`src/rtl/conv_sched_pkg.sv`:
```
// rtl/conv_sched_pkg.sv - shared types and defaults for the convolution loop scheduler
package conv_sched_pkg;
    localparam int DEF_CW = 4;
    localparam int DEF_AW = 32;

    typedef enum logic {
        ST_IDLE = 1'b0,
        ST_RUN  = 1'b1
    } sched_state_t;

    typedef struct packed {
        logic [DEF_CW-1:0] c_last;
        logic [DEF_CW-1:0] y_last;
        logic [DEF_CW-1:0] x_last;
        logic [DEF_AW-1:0] w_base;
        logic [DEF_AW-1:0] i_base;
        logic [DEF_AW-1:0] ystride;
        logic [DEF_AW-1:0] cstride;
    } sched_desc_t;
endpackage

```
`src/rtl/sched_dim_cnt.sv`:
```
// rtl/sched_dim_cnt.sv - one wrapping loop index, 0..last_val, stepping on demand
module sched_dim_cnt
    import conv_sched_pkg::*;
#(
    parameter int CW = DEF_CW
) (
    input  logic          clk,
    input  logic          rst,
    input  logic          clr,
    input  logic          step,
    input  logic [CW-1:0] last_val,
    output logic [CW-1:0] idx,
    output logic          at_last
);
    logic [CW-1:0] idx_q, idx_d;

    assign at_last = (idx_q == last_val);
    assign idx     = idx_q;

    always_comb begin
        idx_d = idx_q;
        if (clr) begin
            idx_d = '0;
        end else if (step) begin
            idx_d = at_last ? '0 : idx_q + CW'(1);
        end
    end

    always_ff @(posedge clk or posedge rst) begin
        if (rst) begin
            idx_q <= '0;
        end else begin
            idx_q <= idx_d;
        end
    end
endmodule

```
`src/rtl/conv_loop_sched.sv`:
```
// rtl/conv_loop_sched.sv - c/y/x convolution address walker streaming (weight, input) address pairs
module conv_loop_sched
    import conv_sched_pkg::*;
#(
    parameter int CW = DEF_CW,
    parameter int AW = DEF_AW
) (
    input  logic          clk,
    input  logic          rst,
    input  logic          cmd_valid,
    output logic          cmd_ready,
    input  logic [CW-1:0] cmd_c_last,
    input  logic [CW-1:0] cmd_y_last,
    input  logic [CW-1:0] cmd_x_last,
    input  logic [AW-1:0] cmd_w_base,
    input  logic [AW-1:0] cmd_i_base,
    input  logic [AW-1:0] cmd_i_ystride,
    input  logic [AW-1:0] cmd_i_cstride,
    input  logic          abort,
    output logic          out_valid,
    input  logic          out_ready,
    output logic [AW-1:0] out_wa,
    output logic [AW-1:0] out_ia,
    output logic          out_last,
    output logic          done,
    output logic          busy
);
    sched_state_t  state_q, state_d;
    logic [CW-1:0] c_last_q, c_last_d, y_last_q, y_last_d, x_last_q, x_last_d;
    logic [AW-1:0] ystride_q, ystride_d, cstride_q, cstride_d;
    logic [AW-1:0] row_q, row_d, chan_q, chan_d, wa_q, wa_d, ia_q, ia_d;
    logic          valid_q, valid_d, done_q, done_d;
    logic [CW-1:0] c_idx, y_idx, x_idx;
    logic          c_at, y_at, x_at;
    logic          accept, hs, final_pair, advance;

    assign accept     = cmd_valid && (state_q == ST_IDLE);
    assign hs         = valid_q && out_ready;
    assign final_pair = x_at && y_at && c_at;
    assign advance    = (state_q == ST_RUN) && hs && !final_pair && !abort;

    sched_dim_cnt #(.CW(CW)) u_x (
        .clk(clk), .rst(rst), .clr(accept), .step(advance),
        .last_val(x_last_q), .idx(x_idx), .at_last(x_at)
    );
    sched_dim_cnt #(.CW(CW)) u_y (
        .clk(clk), .rst(rst), .clr(accept), .step(advance && x_at),
        .last_val(y_last_q), .idx(y_idx), .at_last(y_at)
    );
    sched_dim_cnt #(.CW(CW)) u_c (
        .clk(clk), .rst(rst), .clr(accept), .step(advance && x_at && y_at),
        .last_val(c_last_q), .idx(c_idx), .at_last(c_at)
    );

    always_comb begin
        state_d   = state_q;
        c_last_d  = c_last_q;
        y_last_d  = y_last_q;
        x_last_d  = x_last_q;
        ystride_d = ystride_q;
        cstride_d = cstride_q;
        row_d     = row_q;
        chan_d    = chan_q;
        wa_d      = wa_q;
        ia_d      = ia_q;
        valid_d   = valid_q;
        done_d    = 1'b0;
        case (state_q)
            ST_IDLE: begin
                if (cmd_valid) begin
                    state_d   = ST_RUN;
                    c_last_d  = cmd_c_last;
                    y_last_d  = cmd_y_last;
                    x_last_d  = cmd_x_last;
                    ystride_d = cmd_i_ystride;
                    cstride_d = cmd_i_cstride;
                    wa_d      = cmd_w_base;
                    ia_d      = cmd_i_base;
                    row_d     = cmd_i_base;
                    chan_d    = cmd_i_base;
                    valid_d   = 1'b1;
                end
            end
            ST_RUN: begin
                // abort takes priority even over the final handshake, so no done
                if (abort) begin
                    state_d = ST_IDLE;
                    valid_d = 1'b0;
                end else if (hs && final_pair) begin
                    state_d = ST_IDLE;
                    valid_d = 1'b0;
                    done_d  = 1'b1;
                end else if (advance) begin
                    wa_d = wa_q + AW'(1);
                    if (!x_at) begin
                        ia_d = ia_q + AW'(1);
                    end else if (!y_at) begin
                        ia_d  = row_q + ystride_q;
                        row_d = row_q + ystride_q;
                    end else begin
                        ia_d   = chan_q + cstride_q;
                        row_d  = chan_q + cstride_q;
                        chan_d = chan_q + cstride_q;
                    end
                end
            end
        endcase
    end

    always_ff @(posedge clk or posedge rst) begin
        if (rst) begin
            state_q   <= ST_IDLE;
            c_last_q  <= '0;
            y_last_q  <= '0;
            x_last_q  <= '0;
            ystride_q <= '0;
            cstride_q <= '0;
            row_q     <= '0;
            chan_q    <= '0;
            wa_q      <= '0;
            ia_q      <= '0;
            valid_q   <= 1'b0;
            done_q    <= 1'b0;
        end else begin
            state_q   <= state_d;
            c_last_q  <= c_last_d;
            y_last_q  <= y_last_d;
            x_last_q  <= x_last_d;
            ystride_q <= ystride_d;
            cstride_q <= cstride_d;
            row_q     <= row_d;
            chan_q    <= chan_d;
            wa_q      <= wa_d;
            ia_q      <= ia_d;
            valid_q   <= valid_d;
            done_q    <= done_d;
        end
    end

    assign cmd_ready = (state_q == ST_IDLE);
    assign busy      = (state_q == ST_RUN);
    assign out_valid = valid_q;
    assign out_wa    = wa_q;
    assign out_ia    = ia_q;
    assign out_last  = valid_q && final_pair;
    assign done      = done_q;

    // Indices can never run past the bounds latched with the job.
    idx_in_range: assert property (@(posedge clk) disable iff (rst)
        (x_idx <= x_last_q) && (y_idx <= y_last_q) && (c_idx <= c_last_q));
endmodule

```
`config.mk`:
```
export PLATFORM = sky130hd
export DESIGN_NAME = conv_loop_sched
export DESIGN_NICKNAME = d
export VERILOG_FILES = /design/src/rtl/conv_sched_pkg.sv /design/src/rtl/sched_dim_cnt.sv /design/src/rtl/conv_loop_sched.sv
export SDC_FILE = /design/constraint.sdc
export NUM_CORES = 1
export LEC_CHECK = 0
export CAP_MARGIN = 20
export CORE_MARGIN = 8
export CORE_UTILIZATION = 30
export DETAILED_ROUTE_END_ITERATION = 12
export GPL_TIMING_DRIVEN = 0
export PLACE_DENSITY = 0.6
export SLEW_MARGIN = 0
export SYNTH_ARGS = -nofsm -noshare
export SYNTH_HDL_FRONTEND = slang
export SYNTH_HIERARCHICAL = 1
export SYNTH_SLANG_ARGS = --single-unit
```
`constraint.sdc`:
```
create_clock -name clk -period 14.2 [get_ports clk]
set_input_delay 4.26 -clock clk [delete_from_list [all_inputs] [get_ports clk]]
set_output_delay 4.26 -clock clk [all_outputs]
set_load 0.01 [all_outputs]
```
==> results.py <==
metrics = {
    "grt": {
        "grt_pass1_wl_mm": 85.7,
        "antenna_found_initial": 4,
        "grt_pass1_vias": 14000,
        "grt_max_degree": 108,
        "track_usage_pct": 20.5,
        "overflow": 0,
    },
    "die": {
        "coreArea_mm2": 0.0474,
        "die-area_mm2": 0.0549,
        "fp-row-count": 80,
        "die_width_um": 234,
        "die_h_um": 234,
        "ios": 214,
        "start_util_pct": 30.2,
    },
    "logic_synthesis": {
        "syn_inst": 1794,
        "postSynthAreaPerCell_um2": 7.98,
        "syn_area_mm2": 0.0143,
        "synth_edf_count": 0,
        "ys_top_cells_by_area": "dfrtp_1 38%, nand2_1 11%, a21oi_1 6.5%, ha_1 5.9%, o21ai_0 5.0%",
        "async_flop_share_pct": 100,
        "synth_seq_cells": 219,
        "synth_top_area_share_pct": 38.3,
        "ys_seq_area_share_pct": 38.3,
        "ys.flop_type": "dfrtp_1",
        "yosysTopAreaCell": "dfrtp_1",
        "syn_nets": 2008,
        "yosysWarnings": 6,
        "ys_types": 78,
    },
    "clock_network": {
        "cts_tree": "done",
        "cts_buffers": 29,
        "cts_resized": 0,
        "clk_pin_slew_ps": 60,
        "clk_path_buf_depth": 3,
        "root_buffer": "clkbuf_16",
        "numClockSinks": 219,
        "hold_buffers": 0,
        "worstSkewPairLatency_ps": 570,
        "cts_setup_buffers": 0,
        "htree_levels": 1,
    },
    "hold_path": {
        "hold_class": "flop to flop",
        "worstHoldStart": "ystride_q[10]",
    },
    "pwr": {
        "p_leak_uw": 0.00782,
        "powerDensity_mw_per_mm2": 210,
        "ir_drop_mv": 0.0770,
    },
    "critical_path": {
        "end_kind": "flop",
        "cp-start-kind": "input pin",
        "arrival_ps": 7850,
        "cpLargestDelayFamily": "buffers and inverters",
        "required_ps": 14620,
        "critical-path-max-stage-delay_ps": 780,
        "path_cells": "clkdlybuf4s50_1 -> nand4b_1 -> nor2_1 -> inv_1 -> nand2_1 -> clkbuf_1 -> buf_1 -> clkbuf_1 -> a21oi_1",
        "crit_path_start": "out_ready",
        "slowest_stage": "nor2_1",
        "setup.worst_path.class": "input pin to flop",
        "path_buf_inv": 5,
        "cp_max_fo": 10,
        "path_common_cell": "clkbuf_1",
        "r2r-start": "u_y/idx[1]",
    },
    "sta": {
        "finalMaxSlewViolations": 0,
        "tightest_slew_ps": 1040,
        "whs_ps": 484,
        "rsz0062_at_grt": "false",
        "min_period_ps": 7430,
        "relSlewSlack_pct": 30.7,
        "fmax_ghz": 0.135,
        "fin_crit_sh_pct": 52.3,
        "setup_tns_ps": 0,
        "skew_ps": 11.1,
        "finalSetupViolCount": 0,
        "hold_violations": 0,
    },
    "status": {
        "status": "completed",
    },
    "route": {
        "drtPass1Iterations": 7,
        "drtIter0Drc": 1115,
        "routed_wirelength_mm": 58.3,
        "drc_errors": 0,
        "vias_per_cell": 5.34,
        "ant_nets": 0,
        "wl_per_cell_um": 21.7,
        "vias": 14300,
    },
    "finish": {
        "drive_gt1_share_pct": 3.74,
        "final_common_cell": "nand2_1",
        "syn2layout_area_growth_pct": 27.5,
        "fin_nets": 2254,
        "layout_common_cells": "407 x nand2_1, 219 x dfrtp_1, 213 x clkdlybuf4s50_1",
    },
    "run": {
        "cap_viol_max_count": 0,
    },
    "place": {
        "dp_hpwl_mm": 45.1,
        "gp_congestion": 0.933,
        "io_buffer_count": 213,
    },
}
[final timing paths]
| kind | slack, ps | end | depth (start not counted) |
|---|---|---|---|
| setup / recovery | 6770 | out_wa[8] | 9 |
| hold / removal | 480 | ystride_q[10] | 2 |
| setup reg to reg | 9940 | row_q[27] | 10 |
| hold reg to reg | 480 | ystride_q[10] | 2 |
| max in group asynchronous | 8730 | cstride_q[10] | 3 |
| min in group asynchronous | 4170 | u_x/idx[3] | 2 |
[routing by layer]
layer  routed length [um]  track usage, %  part of all wire (%)
met3                 4240            3.68                   7.3
met2                26600            32.9                    46
met1                24900            26.9                    43
met5                    0               0                     0
met4                 2520            8.72                   4.3
[stage by stage]
stage | worst slack, ps | utilization (%) | instances | cell area [um^2] | total power [uW]
floorplan | 4290 | - | 1794 | 14300 | 2280
detailed placement | 6380 | 36.4 | 2623 | 17200 | 3030
global route | 6730 | 38.5 | 2678 | 18200 | 4080
global placement | 1010 | 36.3 | 2622 | 17200 | 3010
finish | 6770 | 38.5 | 2679 | 18200 | 3830
CTS | 6840 | 38.4 | 2673 | 18200 | 3810
[kinds of logic (layout without fill, tap and decap cells)]
group                    Yosys count  count (layout)  synth area share [%]
AO/OA/AOI/OAI                    521             521                  22.0
buffers and inverters            139             404                  3.67
flip-flops                       219             219                  38.3
multiplexers                      21              21                  1.49
adder cells (fa/ha/maj)           69              69                  6.14
other                              0               5                     0
XOR/XNOR                          85              85                  5.36
AND/OR/NAND/NOR                  740             740                  23.1
[worst register-to-register path, cell delays in order (launching register included)]
cell      delay (ps)
dfrtp_1          440
xor2_2           180
nor4_4           860
and3_1           360
nor2_1           250
inv_1            270
nand2_1          100
clkbuf_1         270
nand2_1          420
clkbuf_1         730
o221ai_1         220
[synth_stat cells, types with 5 or more instances]
master and n:
a211oi_1 26, a21boi_0 6, a21o_1 20, a21oi_1 185
a221oi_1 5, a31oi_1 8, and2_1 11, and3_1 25
buf_1 22, clkbuf_1 73, dfrtp_1 219, ha_1 67
inv_1 39, mux2i_1 18, nand2_1 407, nand3_1 58
nand4_1 24, nor2_1 125, nor2b_1 31, nor3_1 24
o211ai_1 14, o21a_1 20, o21ai_0 144, o21bai_1 9
o22ai_1 30, o32ai_1 5, xnor2_1 48, xor2_1 34
[cell type report]
cell class,instances,area (um^2)
flip-flops and latches,219,5480
multi-input cells,1436,8310
inverters,41,161
clock inverters,8,96.3
repair buffers,215,2170
well taps,615,769
clock buffers,42,875
diodes,5,12.5
fillers,4909,29200
plain buffers,98,372
[state kept, by name, indices dropped and copies added (netlist names)]
register,flops
chan_q,32
cstride_q,32
out_ia,32
out_wa,32
row_q,32
ystride_q,32
c_last_q,4
u_c/idx,4
u_x/idx,4
u_y/idx,4
x_last_q,4
y_last_q,4
busy,1
done,1
out_valid,1
[power by group]
group | switching, uW | internal (uW)
Sequential | 233 | 835
Combinational | 1220 | 785
Clock | 297 | 458
Total | 1750 | 2080
(Power assumes the default switching activity.)
